`config.mk`:
```
export PLATFORM = sky130hd
export DESIGN_NAME = apb_reg_completer_flat
export DESIGN_NICKNAME = d
export VERILOG_FILES = /design/src/rtl/apb_pkg.sv /design/src/rtl/apb_reg_completer_if.sv /design/src/rtl/apb_reg_completer_reg_file.sv /design/src/rtl/apb_reg_completer.sv /design/src/flat_wrapper.sv
export SDC_FILE = /design/constraint.sdc
export NUM_CORES = 2
export LEC_CHECK = 0
export ABC_AREA = 0
export CORE_MARGIN = 8
export CORE_UTILIZATION = 40
export DETAILED_ROUTE_END_ITERATION = 10
export DONT_BUFFER_PORTS = 1
export PLACE_DENSITY = 0.63
export SETUP_SLACK_MARGIN = 0.02
export SLEW_MARGIN = 0
export SYNTH_ARGS = -nofsm -noshare
export SYNTH_HDL_FRONTEND = slang
export SYNTH_HIERARCHICAL = 1
export SYNTH_SLANG_ARGS = --single-unit
```
`constraint.sdc`:
```
create_clock -name apb_clk -period 3.8 [get_ports apb_clk]
set_input_delay 0.76 -clock apb_clk [delete_from_list [all_inputs] [get_ports apb_clk]]
set_output_delay 0.76 -clock apb_clk [all_outputs]
set_load 0.1 [all_outputs]
```
`src/rtl/apb_pkg.sv`:
```
// Shared types and constants for the APB register completer.
package apb_pkg;
  typedef enum logic [1:0] {IDLE, WAIT, RESP} state_e;

  localparam logic [5:0]  ID_IDX       = 6'd0;
  localparam logic [5:0]  STAT_IDX     = 6'd1;
  localparam logic [31:0] ID_VALUE_DEF = 32'hA9B0_0001;
endpackage

```
`src/rtl/apb_reg_completer_if.sv`:
```
// APB segment signals between the initiator and this completer.
interface apb_reg_completer_if #(parameter int WAIT_W = 4);
  logic              apb_selx;
  logic              apb_en;
  logic              apb_write;
  logic [7:0]        apb_addr;
  logic [31:0]       apb_wdata;
  logic [3:0]        apb_strb;
  logic [WAIT_W-1:0] wait_cycle;
  logic [31:0]       apb_rdata;
  logic              apb_ready;
  logic              apb_slverr;

  modport master (output apb_selx, apb_en, apb_write, apb_addr, apb_wdata, apb_strb, wait_cycle,
                  input  apb_rdata, apb_ready, apb_slverr);
  modport slave  (input  apb_selx, apb_en, apb_write, apb_addr, apb_wdata, apb_strb, wait_cycle,
                  output apb_rdata, apb_ready, apb_slverr);
endinterface

```
`src/rtl/apb_reg_completer_reg_file.sv`:
```
// Word register storage: one strobed write port, one combinational read port.
module apb_reg_file #(
  parameter int NUM_REGS = 32
) (
  input  logic        apb_clk,
  input  logic        sys_reset,
  input  logic [5:0]  rd_idx,
  output logic [31:0] rd_data,
  input  logic        we,
  input  logic [5:0]  wr_idx,
  input  logic [31:0] wr_data,
  input  logic [3:0]  wr_strb
);
  logic [NUM_REGS-1:0][31:0] mem_q, mem_d;

  always_comb begin
    mem_d = mem_q;
    if (we) begin
      for (int i = 0; i < NUM_REGS; i++) begin
        if (wr_idx == 6'(i)) begin
          for (int b = 0; b < 4; b++) begin
            if (wr_strb[b]) mem_d[i][8*b +: 8] = wr_data[8*b +: 8];
          end
        end
      end
    end
  end

  // Out-of-range indices read as zero; the top flags them as errors anyway.
  always_comb begin
    rd_data = '0;
    for (int i = 0; i < NUM_REGS; i++) begin
      if (rd_idx == 6'(i)) rd_data = mem_q[i];
    end
  end

  always_ff @(posedge apb_clk or negedge sys_reset) begin
    if (!sys_reset) mem_q <= '0;
    else            mem_q <= mem_d;
  end
endmodule

```
`src/rtl/apb_reg_completer.sv`:
```
// APB completer: wait-state FSM, error decode, ID/STAT registers and statistics counters.
module apb_reg_completer
  import apb_pkg::*;
#(
  parameter int          NUM_REGS = 32,
  parameter int          WAIT_W   = 4,
  parameter logic [31:0] ID_VALUE = ID_VALUE_DEF
) (
  input logic               apb_clk,
  input logic               sys_reset,
  apb_reg_completer_if.slave bus
);
  state_e            state_q, state_d;
  logic [WAIT_W-1:0] cnt_q, cnt_d;
  logic [5:0]        idx_q, idx_d;
  logic              write_q, write_d;
  logic [31:0]       wdata_q, wdata_d;
  logic [3:0]        strb_q, strb_d;
  logic              err_q, err_d;
  logic [31:0]       rdata_q, rdata_d;
  logic              slverr_q, slverr_d;
  logic [15:0]       wr_count_q, wr_count_d;
  logic [15:0]       err_count_q, err_count_d;

  logic [5:0]  cur_idx, rd_idx;
  logic [31:0] rf_rdata, rd_val;
  logic        setup_err, complete, rf_we;

  assign cur_idx   = bus.apb_addr[7:2];
  assign setup_err = (bus.apb_addr[1:0] != 2'b00) || (int'(cur_idx) >= NUM_REGS) ||
                     (bus.apb_write && (cur_idx <= STAT_IDX));
  // With no wait states the read data must come from the live address at setup.
  assign rd_idx    = (state_q == IDLE) ? cur_idx : idx_q;
  assign rf_we     = complete && write_q && !err_q;

  always_comb begin
    case (rd_idx)
      ID_IDX:   rd_val = ID_VALUE;
      STAT_IDX: rd_val = {err_count_q, wr_count_q};
      default:  rd_val = rf_rdata;
    endcase
  end

  apb_reg_file #(.NUM_REGS(NUM_REGS)) u_reg_file (
    .apb_clk (apb_clk),
    .sys_reset(sys_reset),
    .rd_idx  (rd_idx),
    .rd_data (rf_rdata),
    .we      (rf_we),
    .wr_idx  (idx_q),
    .wr_data (wdata_q),
    .wr_strb (strb_q)
  );

  always_comb begin
    state_d     = state_q;
    cnt_d       = cnt_q;
    idx_d       = idx_q;
    write_d     = write_q;
    wdata_d     = wdata_q;
    strb_d      = strb_q;
    err_d       = err_q;
    rdata_d     = rdata_q;
    slverr_d    = slverr_q;
    wr_count_d  = wr_count_q;
    err_count_d = err_count_q;
    complete    = 1'b0;
    case (state_q)
      IDLE: if (bus.apb_selx) begin
        idx_d   = cur_idx;
        write_d = bus.apb_write;
        wdata_d = bus.apb_wdata;
        strb_d  = bus.apb_strb;
        err_d   = setup_err;
        if (bus.wait_cycle == '0) begin
          state_d  = RESP;
          slverr_d = setup_err;
          rdata_d  = (setup_err || bus.apb_write) ? '0 : rd_val;
        end else begin
          cnt_d   = bus.wait_cycle;
          state_d = WAIT;
        end
      end
      WAIT: begin
        if (!bus.apb_selx) begin
          state_d = IDLE;
        end else if (cnt_q == WAIT_W'(1)) begin
          state_d  = RESP;
          slverr_d = err_q;
          rdata_d  = (err_q || write_q) ? '0 : rd_val;
        end else begin
          cnt_d = cnt_q - WAIT_W'(1);
        end
      end
      RESP: if (!bus.apb_selx || bus.apb_en) begin
        // Dropped select aborts without side effects; otherwise this edge completes.
        state_d  = IDLE;
        rdata_d  = '0;
        slverr_d = 1'b0;
        complete = bus.apb_selx;
      end
      default: state_d = IDLE;
    endcase
    if (complete && err_q && (err_count_q != 16'hFFFF))
      err_count_d = err_count_q + 16'd1;
    if (complete && !err_q && write_q && (wr_count_q != 16'hFFFF))
      wr_count_d = wr_count_q + 16'd1;
  end

  always_ff @(posedge apb_clk or negedge sys_reset) begin
    if (!sys_reset) begin
      state_q     <= IDLE;
      cnt_q       <= '0;
      idx_q       <= '0;
      write_q     <= 1'b0;
      wdata_q     <= '0;
      strb_q      <= '0;
      err_q       <= 1'b0;
      rdata_q     <= '0;
      slverr_q    <= 1'b0;
      wr_count_q  <= '0;
      err_count_q <= '0;
    end else begin
      state_q     <= state_d;
      cnt_q       <= cnt_d;
      idx_q       <= idx_d;
      write_q     <= write_d;
      wdata_q     <= wdata_d;
      strb_q      <= strb_d;
      err_q       <= err_d;
      rdata_q     <= rdata_d;
      slverr_q    <= slverr_d;
      wr_count_q  <= wr_count_d;
      err_count_q <= err_count_d;
    end
  end

  assign bus.apb_ready  = (state_q == RESP);
  assign bus.apb_rdata  = rdata_q;
  assign bus.apb_slverr = slverr_q;
endmodule
```
`src/flat_wrapper.sv`:
```
// flat-port wrapper written by rule: the top's interface ports become plain ports
module apb_reg_completer_flat import apb_pkg::*;
#(
  parameter int          NUM_REGS = 32,
  parameter int          WAIT_W   = 4,
  parameter logic [31:0] ID_VALUE = ID_VALUE_DEF
)
  (apb_clk, sys_reset, bus_apb_selx, bus_apb_en, bus_apb_write, bus_apb_addr, bus_apb_wdata, bus_apb_strb, bus_wait_cycle, bus_apb_rdata, bus_apb_ready, bus_apb_slverr);
  apb_reg_completer_if #(.WAIT_W(WAIT_W)) bus_i ();
  input logic apb_clk;
  input logic sys_reset;
  input wire logic [$bits(bus_i.apb_selx)-1:0] bus_apb_selx;
  input wire logic [$bits(bus_i.apb_en)-1:0] bus_apb_en;
  input wire logic [$bits(bus_i.apb_write)-1:0] bus_apb_write;
  input wire logic [$bits(bus_i.apb_addr)-1:0] bus_apb_addr;
  input wire logic [$bits(bus_i.apb_wdata)-1:0] bus_apb_wdata;
  input wire logic [$bits(bus_i.apb_strb)-1:0] bus_apb_strb;
  input wire logic [$bits(bus_i.wait_cycle)-1:0] bus_wait_cycle;
  output wire logic [$bits(bus_i.apb_rdata)-1:0] bus_apb_rdata;
  output wire logic [$bits(bus_i.apb_ready)-1:0] bus_apb_ready;
  output wire logic [$bits(bus_i.apb_slverr)-1:0] bus_apb_slverr;
  assign bus_i.apb_selx = bus_apb_selx;
  assign bus_i.apb_en = bus_apb_en;
  assign bus_i.apb_write = bus_apb_write;
  assign bus_i.apb_addr = bus_apb_addr;
  assign bus_i.apb_wdata = bus_apb_wdata;
  assign bus_i.apb_strb = bus_apb_strb;
  assign bus_i.wait_cycle = bus_wait_cycle;
  assign bus_apb_rdata = bus_i.apb_rdata;
  assign bus_apb_ready = bus_i.apb_ready;
  assign bus_apb_slverr = bus_i.apb_slverr;
  apb_reg_completer #(.NUM_REGS(NUM_REGS), .WAIT_W(WAIT_W), .ID_VALUE(ID_VALUE)) u_core (.apb_clk(apb_clk), .sys_reset(sys_reset), .bus(bus_i));
endmodule
```
Word level (Yosys, flattened, before mapping) --
Index checks and enable logic that the tools add are counted. W data, S select, Z words.
Storage, ports and cells: bits in registers 1075, input bits 53
Cells by class: $add $sub $neg 3, order comparisons 2, equality and inequality tests 74, muxes and demuxes 59, reduce and logical (&&, ||, !) cells 145
Operators with widths (number):
- $mux W32 | 37
- $reduce_and A3 Y1 | 121
- $eq A6 B5 Y1 const B | 32
- $eq A6 B4 Y1 const B | 16
- $pmux W32 S3 | 1
- $pmux W32 S2 | 1
- $eq A6 B3 Y1 const B | 8
- $add A16 B1 Y16 const B | 2
- $ne A16 B16 Y1 const B | 2
- $eq A6 B2 Y1 const B | 4
- $mux W4 | 4
- $mux W2 | 5
- $ne A2 B2 Y1 const B | 5
- $logic_and A1 B1 Y1 | 8
- $pmux W4 S2 | 1
- $mux W1 | 7
- $eq A6 B1 Y1 const B | 1
- $ge A6 B6 Y1 const B | 1
- $le A6 B1 Y1 const B | 1
- $logic_not A6 Y1 | 1
- $mux W6 | 1
- $pmux W2 S3 | 1
- $reduce_and A6 Y1 | 1
- $logic_or A1 B1 Y1 | 5
- other kinds (14) | 17

Depth between registers and ports, before layout --
depth after elaboration 38, depth in mapped cells 21

Hierarchy --
The synthesis kept the hierarchy.
Modules (own cells, without submodules):
- apb_reg_file | instances 1, cells each 3674, area an instance 47908.4 um2, sequential area each 25624.6 um2
- apb_reg_completer | instances 1, cells each 487, area an instance 5450.2 um2, sequential area each 2877.8 um2

Least setup slack after synthesis --
No wires, ideal clock.
path kind register to register, start register u_core.state_q[0], end register u_core.rdata_q[12], in the netlist u_core/bus.apb_rdata[12], library setup time 129 ps, arrival time 3387 ps, data required time 3671 ps, path slack 284 ps, cell stages (with the launch flop) 19, buffers on the path 6, cells stage by stage dfrtp_1 inv_1 ha_1 nand2b_1 and2_1 buf_2 inv_1 clkbuf_1 buf_6 buf_6 buf_4 buf_2 mux4_2 a222oi_1 nand3_1 o211ai_1 o211ai_1 mux2i_1 o21ai_0
On the way: cells in the longest elaborated chain, start to end 38
Ends and longest elaborated chain:
- start: declaration | RTL line apb_reg_completer.sv:13 | state_e state_q, state_d;
- start signal: assignment | RTL line apb_reg_completer.sv:124 | state_q <= state_d;
- $logic_not A2 Y1 * | RTL line apb_reg_completer.sv:33 | assign rd_idx = (state_q == IDLE) ? cur_idx : idx_q;
- $mux W6 * | RTL line apb_reg_completer.sv:33
- net u_core.rd_idx[0] | RTL line apb_reg_completer.sv:25 | logic [5:0] cur_idx, rd_idx;
- $eq A6 B2 Y1 | RTL line apb_reg_completer_reg_file.sv:33 | if (rd_idx == 6'(i)) rd_data = mem_q[i];
- $mux W32 (29 in series) | RTL line apb_reg_completer_reg_file.sv:33
- $mux W32 * | RTL line apb_reg_completer_reg_file.sv:33
- net u_core.rf_rdata[12] | RTL line apb_reg_completer.sv:26 | logic [31:0] rf_rdata, rd_val;
- $pmux W32 S2 * | RTL line apb_reg_completer.sv:37 | case (rd_idx)
- $mux W32, on equally long branches | RTL line apb_reg_completer.sv:90, apb_reg_completer.sv:78
- $mux W32, on equally long branches | RTL line apb_reg_completer.sv:87, apb_reg_completer.sv:75
- $mux W32, on equally long branches | RTL line apb_reg_completer.sv:85, apb_reg_completer.sv:69
- $pmux W32 S3 * | RTL line apb_reg_completer.sv:68 | case (state_q)
- end signal: assignment | RTL line apb_reg_completer.sv:131 | rdata_q <= rdata_d;
- end: declaration | RTL line apb_reg_completer.sv:20 | logic [31:0] rdata_q, rdata_d;
The timed path passes the listed nets; every way through them passes the cells marked *. The select of a mux whose other input is x is not followed. A chain may end at the register's enable or synchronous reset.

Worst setup path in the final report --
start register u_core.state_q[1], end register u_core.rdata_q[28], in the netlist u_core/bus.apb_rdata[28]
Same word-level chain as after synthesis.

==> metrics.txt <==
DIE AREA around 150000 sq um; initial cell density of the core 0.401; CP arrival around 4400 ps; CTS Buf Count 118; status complete, but fails checks; PwrDens between 600 and 700 nW/um^2; Avg Cell Area, Syn 12.8 sq um; CP dominant cell by count buf_4; area leader, netlist dfrtp_1; post-synthesis cell type count slightly above 90; Max Slew Vio Count 0; crit-path max FO 7; hold_ws -285 ps; Period minus WS final between 3000 and 4000 ps; Synth Instances 4161; max layer used met5; Slew @ Worst Pin around 1300 ps; clk buf depth 3; Root Buffer clkbuf_16; Initial DRC Count 4259; Die X ~380 um; setup repair after global routing missed its margin false; Clock Power Share 0.291; hold crit path type in -> async; die height ~380 um; Post-DP HPWL 127000 um; worst slack at placement -268 ps; Max rail drop VDD roughly 0.50 mV; first-pass GRT wire length about 270000 um; clock sink count roughly 1.1k; Via density about 6.0; Post-synth EDFFs 0; reported net switching power 16.1 mW; layout cells sized above 1 0.418; Clock Skew between 40 and 50 ps; Nets 4468; Mapped Nets between 4k and 5k; boundary pin count just under 90; synthesized area between 50000 and 60000 sq um; Crit path largest cell delay slightly above 400 ps; met3 WL between 15000 and 20000 um; period utilization 0.986; Met2 Routed Length roughly 83000 um; logic gate share of total power 0.359; core area 133000 sq um; gpl congestion between 0.9 and 1; Hold Vio Cnt, Final ~170; Max-Cap Viols 0; area share of the largest cell type after synthesis 0.534; PortBufs 0; Setup violations, final 0; FF+latch count, synth about 1.1k; Clock Pin Slew Worst Setup and Hold Paths ~60 ps; WL/cell around 30 um; Most used DFF post-synth dfrtp_1; sequential share of power 0.350; Met1 Wirelength 73400 um; Sw Share 0.393; Core Rows 134; static leakage between 30 and 40 nW; largest net degree at the start of global routing approximately 1.1k; YS warnings 6; H-tree levels 3; CP Data Required Time 4470 ps; Synth area leaders dfrtp_1, mux2_2, mux4_2; Inst Count DP approximately 6k; GR Overflow Total 0; failing checks negative hold slack; Post-Layout Cell Count approximately 6.3k; final setup margin around 53 ps; Max Clk Rate ~270 MHz; Worst-Skew Late Latency 760 ps; Worst path slowest cell mux2_2; ys async rst share 1.00; Util after Layout 0.469; CTS tree yes; GR Util All Layers 0.245; initial antenna violation count 12; DRC errors left 0; vias between 30k and 40k; P_int ~25 mW; critical path, cell by cell inv_1 > ha_4 > buf_6 > mux2_2 > buf_4 > nor4b_4 > buf_4 > nand2_1 > buf_4 > buf_4 > a221o_1 > a211oi_2 > o21ai_0 > buf_4 > a21oi_2 > mux2i_1 > o21ai_1; number of global-route vias before repair around 38k; Rel. slew slack 0.165; critical path capture point type register; Seq/Total Area, Yosys 0.534; Detail Route Antenna Nets 0; Initial DRT Pass Iterations 6; Critical Path Source Type register; Area growth syn-to-layout 17.0%; WS Path Type reg -> reg; Final Power between 40 and 50 mW; total routed wirelength 184000 um
## cell families (layout without fill, tap and decap cells)
logic type | after synthesis | count (layout) | synth area share
muxes | 1237 | 1238 | 0.274
DFF | 1139 | 1139 | 0.534
and+or+nand+nor | 768 | 768 | 0.0714
AOI/OAI and AO/OA | 670 | 670 | 0.0876
buffers and inverters | 311 | 657 | 0.0270
xor gates and xnor gates | 29 | 29 | 0.00476
adders and majority gates | 7 | 7 | 0.00164
other | 0 | 5 | 0
## layer usage
layer  GRT usage  vias up
li1            -    15952
met5     0.00430        -
met2       0.376     1720
met3      0.0668      455
met4       0.116       14
met1       0.321    19778
## layout make-up
| cell class | count | area [sq um] |
|---|---|---|
| diodes | 5 | 12.5 |
| clock buffers | 172 | 3450 |
| clock inverters | 48 | 532 |
| fillers | 11822 | 70500 |
| inverters | 18 | 75.1 |
| multi-input cells | 2712 | 23800 |
| flip-flops and latches | 1139 | 28500 |
| well taps | 1768 | 2210 |
| repair buffers | 419 | 3790 |
## power by group through the flow
stage	Combinational, mW	Clock [mW]	Sequential, mW
after CTS	13.8	12.2	14.3
final	14.7	11.9	14.3
after floorplan	7.54	0	13.8
after detailed placement	13.6	0	14.5
after global routing	15.2	12.7	14.4
after global placement	13.6	0	14.5
## metrics by stage
stage | cell area, sq um | TNS, ps
2_1_floorplan | 53400 | 0
3_3_place_gp | 57800 | -1170
3_5_place_dp | 57800 | -1710
4_1_cts | 62000 | 0
5_1_grt | 62400 | 0
6_report | 62400 | 0
## worst max-delay path, delay by kind of cell, from the launching register on
family | cells | cell delay (ps)
AND/OR/NAND/NOR | 2 | 340
flip-flops | 1 | 390
multiplexers | 2 | 520
adder cells (fa/ha/maj) | 1 | 170
buffers and inverters | 7 | 1170
AO/OA/AOI/OAI | 5 | 1070
## layout by cell type (no fill, tap or decap), types with 13 or more instances in the layout
| cell | Yosys | final |
|---|---|---|
| buf_4 | 35 | 366 |
| mux2_2 | 1099 | 1095 |
| nand2_1 | 279 | 277 |
| o22ai_1 | 103 | 102 |
| a31oi_1 | 17 | 16 |
| and3_1 | 48 | 48 |
| nor2_1 | 152 | 143 |
| a221oi_1 | 27 | 19 |
| a22oi_1 | 67 | 66 |
| nor3_1 | 42 | 36 |
| clkinv_2 | 0 | 28 |
| buf_12 | 0 | 41 |
| inv_1 | 18 | 14 |
| nand3_1 | 53 | 53 |
| o21ai_0 | 121 | 116 |
| nor3b_1 | 15 | 13 |
| clkbuf_16 | 0 | 120 |
| a221o_1 | 18 | 18 |
| o211ai_1 | 16 | 16 |
| xnor2_1 | 19 | 19 |
| and2_1 | 25 | 24 |
| clkbuf_8 | 0 | 25 |
| nor2b_1 | 47 | 47 |
| nand4_1 | 17 | 17 |
| mux4_2 | 67 | 67 |
| clkbuf_1 | 175 | 27 |
| mux2i_1 | 71 | 71 |
| a21o_1 | 17 | 17 |
| a21oi_1 | 103 | 98 |
| a211oi_1 | 18 | 17 |
| o221a_2 | 13 | 13 |
| dfrtp_1 | 1139 | 1139 |
## synthesized netlist by cell type (15+ instances only)
master and count:
and2_1 25, o22ai_1 103, mux4_2 67, mux2i_1 71, nand3_1 53, a211oi_1 18
inv_1 18, xnor2_1 19, buf_2 69, o211ai_1 16, a21oi_1 103, a21o_1 17
nor2b_1 47, o21ai_0 121, a31oi_1 17, nor3_1 42, mux2_2 1099, a221o_1 18
nor3b_1 15, a221oi_1 27, buf_4 35, nand4_1 17, nand2_1 279, and3_1 48
clkbuf_1 175, nor2_1 152, a22oi_1 67, dfrtp_1 1139
## final timing paths
check,start,end,cells past startpoint,slack (ps)
worst min-delay path,sys_reset,u_core/u_reg_file/mem_q[880],0,-280
worst max-delay path,u_core/state_q[1],u_core/bus.apb_rdata[28],17,50
min in group apb_clk,bus_apb_addr[5],u_core/idx_q[3],1,150
max in group asynchronous,sys_reset,u_core/u_reg_file/mem_q[155],3,1070
worst max register to register,u_core/state_q[1],u_core/bus.apb_rdata[28],17,50
worst min register to register,u_core/u_reg_file/mem_q[695],u_core/u_reg_file/mem_q[695],1,500
## flip-flops by register name, summed over array words and instances, names as in the netlist
signal,flops
u_core/bus.apb_rdata,32
u_core/bus.apb_slverr,1
u_core/cnt_q,4
u_core/err_count_q,16
u_core/err_q,1
u_core/idx_q,6
u_core/state_q,2
u_core/strb_q,4
u_core/u_reg_file/mem_q,1024
u_core/wdata_q,32
u_core/wr_count_q,16
u_core/write_q,1
## what timing repair did
action                                   CTS  global route
buffers inserted                           5             3
pin swaps                                  6             7
endpoints found under the setup margin    23            31
gates resized for setup                   26            50
gates cloned                               0             1
hold endpoints to repair                1139           165
Note: power is estimated with default switching activity, not from simulation.
